`src/rtl/hazard_scheduler.sv`:
```
// rtl/hazard_scheduler.sv - D-stage stall and E/M/W forwarding control from Tuse/Tnew shadow records.
// Optional stall performance counter enabled by defining HAZ_PERF_CNT_EN.
module hazard_scheduler #(
    parameter int RA_W   = 5,
    parameter int T_W    = 2,
    parameter int PCNT_W = 32
) (
    input  logic              clk,
    input  logic              rst_n,
    input  logic [RA_W-1:0]   d_rs,
    input  logic [RA_W-1:0]   d_rt,
    input  logic [T_W-1:0]    d_tuse_rs,
    input  logic [T_W-1:0]    d_tuse_rt,
    input  logic [RA_W-1:0]   d_a3,
    input  logic [T_W-1:0]    d_tnew,
    output logic              stall,
    output logic [1:0]        fwd_rs_d,
    output logic [1:0]        fwd_rt_d,
    output logic [1:0]        fwd_rs_e,
    output logic [1:0]        fwd_rt_e,
    output logic [PCNT_W-1:0] stall_cnt
);

    localparam logic [T_W-1:0] T_ZERO   = '0;
    localparam logic [T_W-1:0] T_ONE    = {{(T_W-1){1'b0}}, 1'b1};
    localparam logic [T_W-1:0] T_UNUSED = '1;

    logic [RA_W-1:0] r_e_a3, r_e_rs, r_e_rt, r_m_a3, r_w_a3;
    logic [T_W-1:0]  r_e_tnew, r_m_tnew, r_w_tnew;
    logic            w_stall;

    function automatic logic [T_W-1:0] sat_dec(input logic [T_W-1:0] t);
        return (t == T_ZERO) ? T_ZERO : t - T_ONE;
    endfunction

    function automatic logic match(input logic [RA_W-1:0] x, input logic [RA_W-1:0] a3);
        return (x != '0) && (x == a3);
    endfunction

    function automatic logic hazard(input logic [RA_W-1:0] x, input logic [T_W-1:0] tuse,
                                    input logic [RA_W-1:0] a3, input logic [T_W-1:0] tnew);
        return match(x, a3) && (tuse != T_UNUSED) && (tuse < tnew);
    endfunction

    // Youngest matching producer decides; if it is not ready yet, select the regfile path.
    function automatic logic [1:0] sel_d(input logic [RA_W-1:0] x,
                                         input logic [RA_W-1:0] ea3, input logic [T_W-1:0] et,
                                         input logic [RA_W-1:0] ma3, input logic [T_W-1:0] mt,
                                         input logic [RA_W-1:0] wa3, input logic [T_W-1:0] wt);
        if (match(x, ea3)) return (et == T_ZERO) ? 2'd1 : 2'd0;
        if (match(x, ma3)) return (mt == T_ZERO) ? 2'd2 : 2'd0;
        if (match(x, wa3)) return (wt == T_ZERO) ? 2'd3 : 2'd0;
        return 2'd0;
    endfunction

    always_comb begin
        w_stall  = hazard(d_rs, d_tuse_rs, r_e_a3, r_e_tnew) ||
                   hazard(d_rs, d_tuse_rs, r_m_a3, r_m_tnew) ||
                   hazard(d_rt, d_tuse_rt, r_e_a3, r_e_tnew) ||
                   hazard(d_rt, d_tuse_rt, r_m_a3, r_m_tnew);
        fwd_rs_d = sel_d(d_rs, r_e_a3, r_e_tnew, r_m_a3, r_m_tnew, r_w_a3, r_w_tnew);
        fwd_rt_d = sel_d(d_rt, r_e_a3, r_e_tnew, r_m_a3, r_m_tnew, r_w_a3, r_w_tnew);
        // E-stage operands: no younger-than-M producer exists, so pass an empty E slot.
        fwd_rs_e = sel_d(r_e_rs, '0, T_ZERO, r_m_a3, r_m_tnew, r_w_a3, r_w_tnew);
        fwd_rt_e = sel_d(r_e_rt, '0, T_ZERO, r_m_a3, r_m_tnew, r_w_a3, r_w_tnew);
    end

    assign stall = w_stall;

    always_ff @(posedge clk or negedge rst_n) begin
        if (!rst_n) begin
            r_e_a3   <= '0;
            r_e_tnew <= '0;
            r_e_rs   <= '0;
            r_e_rt   <= '0;
            r_m_a3   <= '0;
            r_m_tnew <= '0;
            r_w_a3   <= '0;
            r_w_tnew <= '0;
        end else begin
            // Tnew counts cycles to a valid result, so it ages at every stage hop.
            r_w_a3   <= r_m_a3;
            r_w_tnew <= sat_dec(r_m_tnew);
            r_m_a3   <= r_e_a3;
            r_m_tnew <= sat_dec(r_e_tnew);
            if (w_stall) begin
                r_e_a3   <= '0;
                r_e_tnew <= '0;
                r_e_rs   <= '0;
                r_e_rt   <= '0;
            end else begin
                r_e_a3   <= d_a3;
                r_e_tnew <= sat_dec(d_tnew);
                r_e_rs   <= d_rs;
                r_e_rt   <= d_rt;
            end
        end
    end

`ifdef HAZ_PERF_CNT_EN
    logic [PCNT_W-1:0] r_stall_cnt;

    always_ff @(posedge clk or negedge rst_n) begin
        if (!rst_n) begin
            r_stall_cnt <= '0;
        end else if (w_stall) begin
            r_stall_cnt <= r_stall_cnt + {{(PCNT_W-1){1'b0}}, 1'b1};
        end
    end

    assign stall_cnt = r_stall_cnt;
`else
    assign stall_cnt = '0;
`endif

endmodule

```
`config.mk`:
```
export PLATFORM = sky130hd
export DESIGN_NAME = hazard_scheduler
export DESIGN_NICKNAME = d
export VERILOG_FILES = /design/src/rtl/hazard_scheduler.sv
export SDC_FILE = /design/constraint.sdc
export NUM_CORES = 1
export LEC_CHECK = 0
export ABC_AREA = 1
export BUFFER_PORTS_ARGS = -buffer_cell sky130_fd_sc_hd__buf_2
export CAP_MARGIN = 10
export CORE_MARGIN = 1.5
export CORE_UTILIZATION = 35
export CTS_BUF_LIST = sky130_fd_sc_hd__clkbuf_16
export CTS_CLUSTER_SIZE = 12
export DETAILED_ROUTE_END_ITERATION = 8
export MAX_ROUTING_LAYER = met4
export PLACE_DENSITY = 0.71
export SETUP_SLACK_MARGIN = 0.2
export SKIP_CTS_REPAIR_TIMING = 1
export SLEW_MARGIN = 20
export SYNTH_ARGS = -nofsm -noshare
export SYNTH_HDL_FRONTEND = slang
export SYNTH_SLANG_ARGS = --single-unit
```
`constraint.sdc`:
```
create_clock -name clk -period 1.4 [get_ports clk]
set_input_delay 0.07 -clock clk [delete_from_list [all_inputs] [get_ports clk]]
set_output_delay 0.07 -clock clk [all_outputs]
set_load 0.01 [all_outputs]
```
==> impl_metrics.xml, run 1 <==
<?xml version="1.0" encoding="UTF-8"?>
<metrics>
  <group name="clock_tree">
    <metric name="cts.path.max_buffers" unit="">2</metric>
    <metric name="tritoncts" unit="">yes</metric>
    <metric name="clk-insertion-delay-late" unit="ns">0.28</metric>
    <metric name="numClockSinks" unit="">31</metric>
    <metric name="clk_transition_reported_paths" unit="ns">0.05</metric>
    <metric name="numCtsBuffers" unit="">5</metric>
    <metric name="ctsRootBufferMaster" unit="">clkbuf_16</metric>
    <metric name="htree_levels" unit="">2</metric>
  </group>
  <group name="final_layout">
    <metric name="final-instance-count-excl-fill" unit="">424</metric>
    <metric name="layout-drive-gt1-share" unit="%">31.4</metric>
    <metric name="design.final.nets" unit="">373</metric>
    <metric name="n_antenna_cell" unit="">0</metric>
    <metric name="area_growth" unit="%">20.6</metric>
  </group>
  <group name="worst_hold_path">
    <metric name="worst_hold_path_type" unit="">primary input to flip-flop</metric>
  </group>
  <group name="power_and_ir_drop">
    <metric name="power_density" unit="nW/um^2">932</metric>
    <metric name="p_int" unit="mW">1.86</metric>
    <metric name="static_leakage" unit="nW">1.44</metric>
    <metric name="pwr-share-seq" unit="%">39.8</metric>
    <metric name="share_clk_of_total_power" unit="%">37.2</metric>
    <metric name="power.share.combinational" unit="%">23.0</metric>
    <metric name="p_sw_share" unit="%">29.7</metric>
    <metric name="vdd_ir_drop_max" unit="mV">0.855</metric>
    <metric name="total_switching_power" unit="mW">0.783</metric>
  </group>
  <group name="timing">
    <metric name="max_slew.worst_pin.slew" unit="ns">0.663</metric>
    <metric name="setup_viol" unit="">26</metric>
    <metric name="rsz0062_at_grt" unit="">yes</metric>
    <metric name="fin_skew" unit="ns">0.00650</metric>
    <metric name="finalMaxSlewViolations" unit="">0</metric>
    <metric name="relSlewSlack" unit="%">55.8</metric>
    <metric name="post-route-min-period" unit="ns">1.71</metric>
    <metric name="whs" unit="ns">0.00771</metric>
    <metric name="max_freq" unit="MHz">586</metric>
    <metric name="finalHoldViolations" unit="">0</metric>
    <metric name="final_min_period_over_clock_period" unit="%">122</metric>
    <metric name="worst_slack" unit="ns">-0.307</metric>
  </group>
  <group name="die">
    <metric name="std_cell_rows" unit="">29</metric>
    <metric name="die_w" unit="microns">84.9</metric>
    <metric name="start_util" unit="%">36.6</metric>
    <metric name="design.die.area" unit="sq um">7210</metric>
    <metric name="num_io_pins" unit="">64</metric>
    <metric name="chipHeight" unit="microns">84.9</metric>
    <metric name="fp.coreArea" unit="sq um">6420</metric>
  </group>
  <group name="run_status">
    <metric name="violated_checks" unit="">design-rule violations, negative setup slack</metric>
    <metric name="outcome" unit="">finished with violations</metric>
  </group>
  <group name="routing">
    <metric name="drc" unit="">18</metric>
    <metric name="dr_total_vias" unit="">1949</metric>
    <metric name="drtIter0Drc" unit="">78</metric>
    <metric name="first_pass_iters" unit="">6</metric>
    <metric name="number_of_antenna_violating_nets_in_the_routed_design" unit="">0</metric>
    <metric name="route.final.wire_length" unit="microns">5010</metric>
    <metric name="avgViaCountPerCell" unit="">4.60</metric>
    <metric name="drt-wirelength-per-cell" unit="microns">11.8</metric>
  </group>
  <group name="synth">
    <metric name="post-synth-top-area-cell" unit="">dfrtp_1</metric>
    <metric name="synth_top_area_share" unit="%">33.0</metric>
    <metric name="mappedNetlistArea" unit="sq um">2350</metric>
    <metric name="synth-seq-area-share" unit="%">33.0</metric>
    <metric name="postSynthCellCount" unit="">300</metric>
    <metric name="yosys.cell_types.count" unit="">32</metric>
    <metric name="postSynthRegisterBits" unit="">31</metric>
    <metric name="yosys_warnings" unit="">0</metric>
    <metric name="synthesis.area_per_instance" unit="sq um">7.83</metric>
    <metric name="ys_top_cells_by_area" unit="">dfrtp_1 (33%), nand2_1 (11%), buf_4 (10%)</metric>
  </group>
  <group name="critical_path">
    <metric name="highest_fanout_seen_on_the_critical_path" unit="">3</metric>
    <metric name="worst_ep_required_time" unit="ns">1.33</metric>
    <metric name="cp-start-kind" unit="">flip-flop</metric>
    <metric name="worst_setup_path_end_kind" unit="">primary output</metric>
    <metric name="cp_num_buf_inv" unit="">2</metric>
    <metric name="kind_of_cell_adding_the_most_delay_to_the_critical_path" unit="">simple AND/OR/NAND/NOR gates</metric>
    <metric name="critical_path.cell_chain" unit="">inv_2 -&gt; ha_4 -&gt; a21boi_2 -&gt; nor3_2 -&gt; nand3_2 -&gt; nand4_1 -&gt; buf_2</metric>
    <metric name="cp_data_arrival_time" unit="ns">1.64</metric>
    <metric name="critical_path.slowest_cell" unit="">dfrtp_1</metric>
    <metric name="worst-setup-path-type" unit="">flip-flop to primary output</metric>
    <metric name="critPathMaxStageDelay" unit="ns">0.38</metric>
  </group>
  <group name="global_route">
    <metric name="antenna_found_initial" unit="">0</metric>
    <metric name="grt_max_degree" unit="">32</metric>
    <metric name="first_global_vias" unit="">1833</metric>
    <metric name="grt_pass1_wl" unit="microns">8240</metric>
    <metric name="grt_overflow_total" unit="">0</metric>
    <metric name="gr-usage-all-layers" unit="%">15.0</metric>
  </group>
  <group name="placed_design">
    <metric name="portBuffers" unit="">31</metric>
    <metric name="dp_cells" unit="">413</metric>
    <metric name="gpl.final_weighted_congestion" unit="">0.884</metric>
    <metric name="place.detailed.hpwl" unit="microns">4030</metric>
  </group>
  <group name="flow_run">
    <metric name="maxCapViolations" unit="">0</metric>
  </group>
</metrics>
==> synth_stat cells <==
cell type,number
a21boi_0,2
a21oi_1,3
and2_1,1
buf_12,1
buf_2,1
buf_4,32
buf_6,1
clkbuf_2,2
conb_1,1
dfrtp_1,31
ha_1,4
inv_1,38
inv_2,2
nand2_1,67
nand2_2,2
nand2_4,2
nand3_1,9
nand3_2,3
nand3_4,1
nand4_1,8
nor2_1,17
nor2_2,4
nor3_1,12
nor3_2,10
nor3_4,1
nor4_1,2
o211ai_1,1
o21ai_0,7
o22ai_1,2
or2_2,2
xnor2_1,21
xor2_1,10
==> registers in the layout, summed over array words and instances (netlist names) <==
register / count
r_e_a3: 5
r_m_a3: 5
r_w_tnew: 2
r_m_tnew: 2
r_e_tnew: 2
r_w_a3: 5
r_e_rs: 5
r_e_rt: 5
==> kinds of logic after synthesis <==
kind of cell             count (synthesis)  synth area share [%]
other                                    1                 0.160
flip-flops                              31                  33.0
XOR/XNOR                                31                  11.6
AND/OR/NAND/NOR                        141                  30.9
AO/OA/AOI/OAI                           15                  3.62
buffers and inverters                   77                  18.6
adder cells (fa/ha/maj)                  4                  2.13
==> cell type report <==
cell class / instances / area [sq um]
Clock buffer: 5 / 125
Fill cell: 639 / 3590
Sequential cell: 31 / 782
Inverter: 40 / 150
Tap cell: 77 / 96.3
Clock inverter: 3 / 11.3
Multi-Input combinational cell: 223 / 1390
Timing Repair Buffer: 45 / 278
==> tightest hold or removal path, cell delays in order <==
cell and delay (ns):
buf_2 0.10, inv_1 0.04, nor3_1 0.04
==> per-stage QoR <==
stage | power (mW) | utilization, % | setup slack [ns] | area (sq um) | TNS (ns)
global placement | 1.59 | 39.6 | -0.114 | 2540 | -1.82
detailed placement | 1.61 | 39.6 | -0.167 | 2540 | -2.67
finish | 2.64 | 44.1 | -0.307 | 2830 | -4.67
floorplan | 1.49 | - | -0.0698 | 2500 | -0.676
CTS | 2.59 | 41.7 | -0.365 | 2680 | -5.45
global route | 2.78 | 44.1 | -0.400 | 2830 | -6.96
==> power by group through the flow <==
stage	combinational [mW]	sequential (mW)	clock [mW]
after floorplan	0.460	1.03	0
after global placement	0.538	1.05	0
after detailed placement	0.553	1.05	0
after CTS	0.556	1.04	0.995
after global routing	0.675	1.06	1.04
final	0.606	1.05	0.983
==> metal layers <==
metal	up-vias	wire length (microns)	part of all wire, %	global-route usage [%]
li1	968	-	-	-
met1	899	2030	40	16.2
met2	65	2590	52	26.3
met3	17	248	5.0	3.79
met4	0	141	2.8	5.96
met5	-	0	0	-
==> final timing paths <==
| path | startpoint | end | slack (ns) | cells after the start |
|---|---|---|---|---|
| min reg2reg | r_e_a3[0] | r_m_a3[0] | 0.44 | 0 |
| max in group asynchronous | rst_n | r_w_a3[1] | 0.57 | 2 |
| max reg2reg | r_e_tnew[1] | r_e_rs[4] | -0.16 | 7 |
| min | d_a3[4] | r_e_a3[4] | 0.008 | 3 |
| max | r_m_tnew[1] | stall | -0.31 | 7 |
| min in group asynchronous | rst_n | r_e_a3[0] | 0.36 | 2 |
==> cell usage in the layout (no fill, tap or decap), types with 7 or more instances in the layout <==
cell type / instances
nand2_1: 64
inv_1: 36
conb_1: 32
buf_2: 31
dfrtp_1: 26
xnor2_1: 19
nor3_2: 14
nor2_2: 10
xor2_1: 10
nor2_1: 10
buf_4: 9
nand4_1: 8
nor3_1: 8
nand3_1: 7
Power figures use the tool's default switching activity.
==> run 2, diff against run 1 <==
--- a/config.mk
+++ b/config.mk
@@ -9,13 +9,13 @@
 export BUFFER_PORTS_ARGS = -buffer_cell sky130_fd_sc_hd__buf_2
 export CAP_MARGIN = 10
 export CORE_MARGIN = 1.5
-export CORE_UTILIZATION = 35
+export CORE_UTILIZATION = 48
 export CTS_BUF_LIST = sky130_fd_sc_hd__clkbuf_16
 export CTS_CLUSTER_SIZE = 12
 export DETAILED_ROUTE_END_ITERATION = 8
 export MAX_ROUTING_LAYER = met4
-export PLACE_DENSITY = 0.71
-export SETUP_SLACK_MARGIN = 0.2
+export PLACE_DENSITY = 0.89
+export SETUP_SLACK_MARGIN = 0.5
 export SKIP_CTS_REPAIR_TIMING = 1
 export SLEW_MARGIN = 20
 export SYNTH_ARGS = -nofsm -noshare
==> impl_metrics.xml, run 2 (same netlist as run 1, synthesis figures left out) <==
<?xml version="1.0" encoding="UTF-8"?>
<metrics>
  <group name="final_layout">
    <metric name="layout-drive-gt1-share" unit="%">41.2</metric>
    <metric name="mostFrequentLayoutCells" unit="">nand2_1 (54), inv_1 (32), conb_1 (32)</metric>
    <metric name="final_common_cell" unit="">nand2_1</metric>
    <metric name="design.final.nets" unit="">380</metric>
    <metric name="area_growth" unit="%">29.1</metric>
    <metric name="n_antenna_cell" unit="">0</metric>
    <metric name="final-instance-count-excl-fill" unit="">419</metric>
  </group>
  <group name="routing">
    <metric name="dr_total_vias" unit="">2062</metric>
    <metric name="first_pass_iters" unit="">4</metric>
    <metric name="drc" unit="">0</metric>
    <metric name="avgViaCountPerCell" unit="">4.92</metric>
    <metric name="route.final.wire_length" unit="microns">5950</metric>
    <metric name="drtIter0Drc" unit="">87</metric>
    <metric name="number_of_antenna_violating_nets_in_the_routed_design" unit="">0</metric>
    <metric name="drt-wirelength-per-cell" unit="microns">14.2</metric>
  </group>
  <group name="global_route">
    <metric name="grt_overflow_total" unit="">0</metric>
    <metric name="grt_pass1_wl" unit="microns">8260</metric>
    <metric name="gr-usage-all-layers" unit="%">20.9</metric>
    <metric name="first_global_vias" unit="">1839</metric>
    <metric name="antenna_found_initial" unit="">0</metric>
    <metric name="grt_max_degree" unit="">32</metric>
  </group>
  <group name="timing">
    <metric name="finalMaxSlewViolations" unit="">0</metric>
    <metric name="max_freq" unit="MHz">574</metric>
    <metric name="post-route-min-period" unit="ns">1.74</metric>
    <metric name="rsz0062_at_grt" unit="">yes</metric>
    <metric name="max_slew.worst_pin.slew" unit="ns">0.651</metric>
    <metric name="fin_skew" unit="ns">0.00207</metric>
    <metric name="whs" unit="ns">-0.171</metric>
    <metric name="setup_viol" unit="">26</metric>
    <metric name="finalHoldViolations" unit="">31</metric>
    <metric name="final_min_period_over_clock_period" unit="%">124</metric>
    <metric name="relSlewSlack" unit="%">56.6</metric>
    <metric name="worst_slack" unit="ns">-0.343</metric>
  </group>
  <group name="clock_tree">
    <metric name="numCtsBuffers" unit="">5</metric>
    <metric name="numClockSinks" unit="">31</metric>
    <metric name="htree_levels" unit="">2</metric>
    <metric name="cts.path.max_buffers" unit="">2</metric>
    <metric name="clk-insertion-delay-late" unit="ns">0.27</metric>
    <metric name="ctsRootBufferMaster" unit="">clkbuf_16</metric>
    <metric name="clk_transition_reported_paths" unit="ns">0.05</metric>
    <metric name="tritoncts" unit="">yes</metric>
  </group>
  <group name="placed_design">
    <metric name="dp_cells" unit="">406</metric>
    <metric name="gpl.final_weighted_congestion" unit="">0.932</metric>
    <metric name="portBuffers" unit="">31</metric>
    <metric name="place.detailed.hpwl" unit="microns">3970</metric>
  </group>
  <group name="power_and_ir_drop">
    <metric name="pwr-share-seq" unit="%">38.6</metric>
    <metric name="total_switching_power" unit="mW">0.809</metric>
    <metric name="total_power" unit="mW">2.71</metric>
    <metric name="static_leakage" unit="nW">1.51</metric>
    <metric name="power.share.combinational" unit="%">26.6</metric>
    <metric name="share_clk_of_total_power" unit="%">34.8</metric>
    <metric name="p_sw_share" unit="%">29.9</metric>
    <metric name="vdd_ir_drop_max" unit="mV">1.15</metric>
    <metric name="power_density" unit="nW/um^2">894</metric>
    <metric name="p_int" unit="mW">1.90</metric>
  </group>
  <group name="die">
    <metric name="fp.coreArea" unit="sq um">4720</metric>
    <metric name="start_util" unit="%">49.7</metric>
    <metric name="chipHeight" unit="microns">72.9</metric>
    <metric name="num_io_pins" unit="">64</metric>
    <metric name="die_w" unit="microns">72.9</metric>
    <metric name="std_cell_rows" unit="">25</metric>
    <metric name="design.die.area" unit="sq um">5320</metric>
  </group>
  <group name="worst_hold_path">
    <metric name="worst_hold_path_type" unit="">primary input to asynchronous set/reset pin</metric>
  </group>
  <group name="critical_path">
    <metric name="highest_fanout_seen_on_the_critical_path" unit="">3</metric>
    <metric name="worst_ep_required_time" unit="ns">1.33</metric>
    <metric name="cp-start-kind" unit="">flip-flop</metric>
    <metric name="cp_data_arrival_time" unit="ns">1.67</metric>
    <metric name="worst_setup_path_end_kind" unit="">primary output</metric>
    <metric name="worst-setup-path-type" unit="">flip-flop to primary output</metric>
  </group>
  <group name="flow_run">
    <metric name="maxCapViolations" unit="">0</metric>
  </group>
  <group name="run_status">
    <metric name="violated_checks" unit="">negative hold slack, negative setup slack</metric>
    <metric name="outcome" unit="">finished with violations</metric>
  </group>
</metrics>
==> run 2: changes by cell type in the layout (fill, tap and decap cells not counted), moves of 5 or more <==
cell and delta:
nand2_1 -10, nand2_2 +10, buf_6 +7, buf_2 -5, buf_4 +5
==> run 2: power groups by stage <==
stage | clock, mW | sequential (mW) | combinational [mW]
after floorplan | 0 | 1.03 | 0.489
after global placement | 0 | 1.04 | 0.573
after detailed placement | 0 | 1.05 | 0.593
after CTS | 0.954 | 1.03 | 0.598
after global routing | 1.00 | 1.05 | 0.786
final | 0.944 | 1.05 | 0.720
==> run 2: worst paths after layout <==
check,start,endpoint,slack (ns),cells after the start
min in group clk,d_a3[1],r_e_a3[1],0.02,3
setup reg to reg,r_m_tnew[1],r_e_rt[1],-0.24,8
hold reg to reg,r_e_a3[3],r_m_a3[3],0.43,0
setup / recovery,r_m_tnew[1],stall,-0.34,7
hold / removal,rst_n,r_e_a3[0],-0.17,1
max in group asynchronous,rst_n,r_w_a3[4],1.11,1
==> run 2: critical path, cell delays in order (launching register included) <==
cell      delay (ns)
dfrtp_1         0.39
inv_2           0.09
ha_4            0.21
a21boi_4        0.15
nor3_2          0.21
nand3_2         0.10
nand4_1         0.12
buf_2           0.14
==> run 2: through the flow <==
| step | utilization (%) | TNS [ns] | cell area [sq um] | worst slack, ns |
|---|---|---|---|---|
| detailed placement | 55.5 | -3.33 | 2620 | -0.202 |
| CTS | 58.3 | -6.05 | 2750 | -0.367 |
| finish | 64.2 | -6.16 | 3030 | -0.343 |
| floorplan | - | -0.676 | 2580 | -0.0698 |
| global route | 64.2 | -7.81 | 3030 | -0.407 |
| global placement | 55.5 | -1.92 | 2620 | -0.112 |
==> run 2: final cells by class <==
class,count,area [sq um]
sequential,31,783
inverter,40,150
tap,67,83.8
timing repair buffer,51,359
multi-input combinational,224,1530
fill,376,1690
clock inverter,1,3.75
clock buffer,5,125
==> run 2: layer usage <==
layer	global-route usage, %	share of wire [%]
met1	23.4	37
met3	4.01	5.7
met2	36.9	53
met5	-	0
met4	7.34	4.5
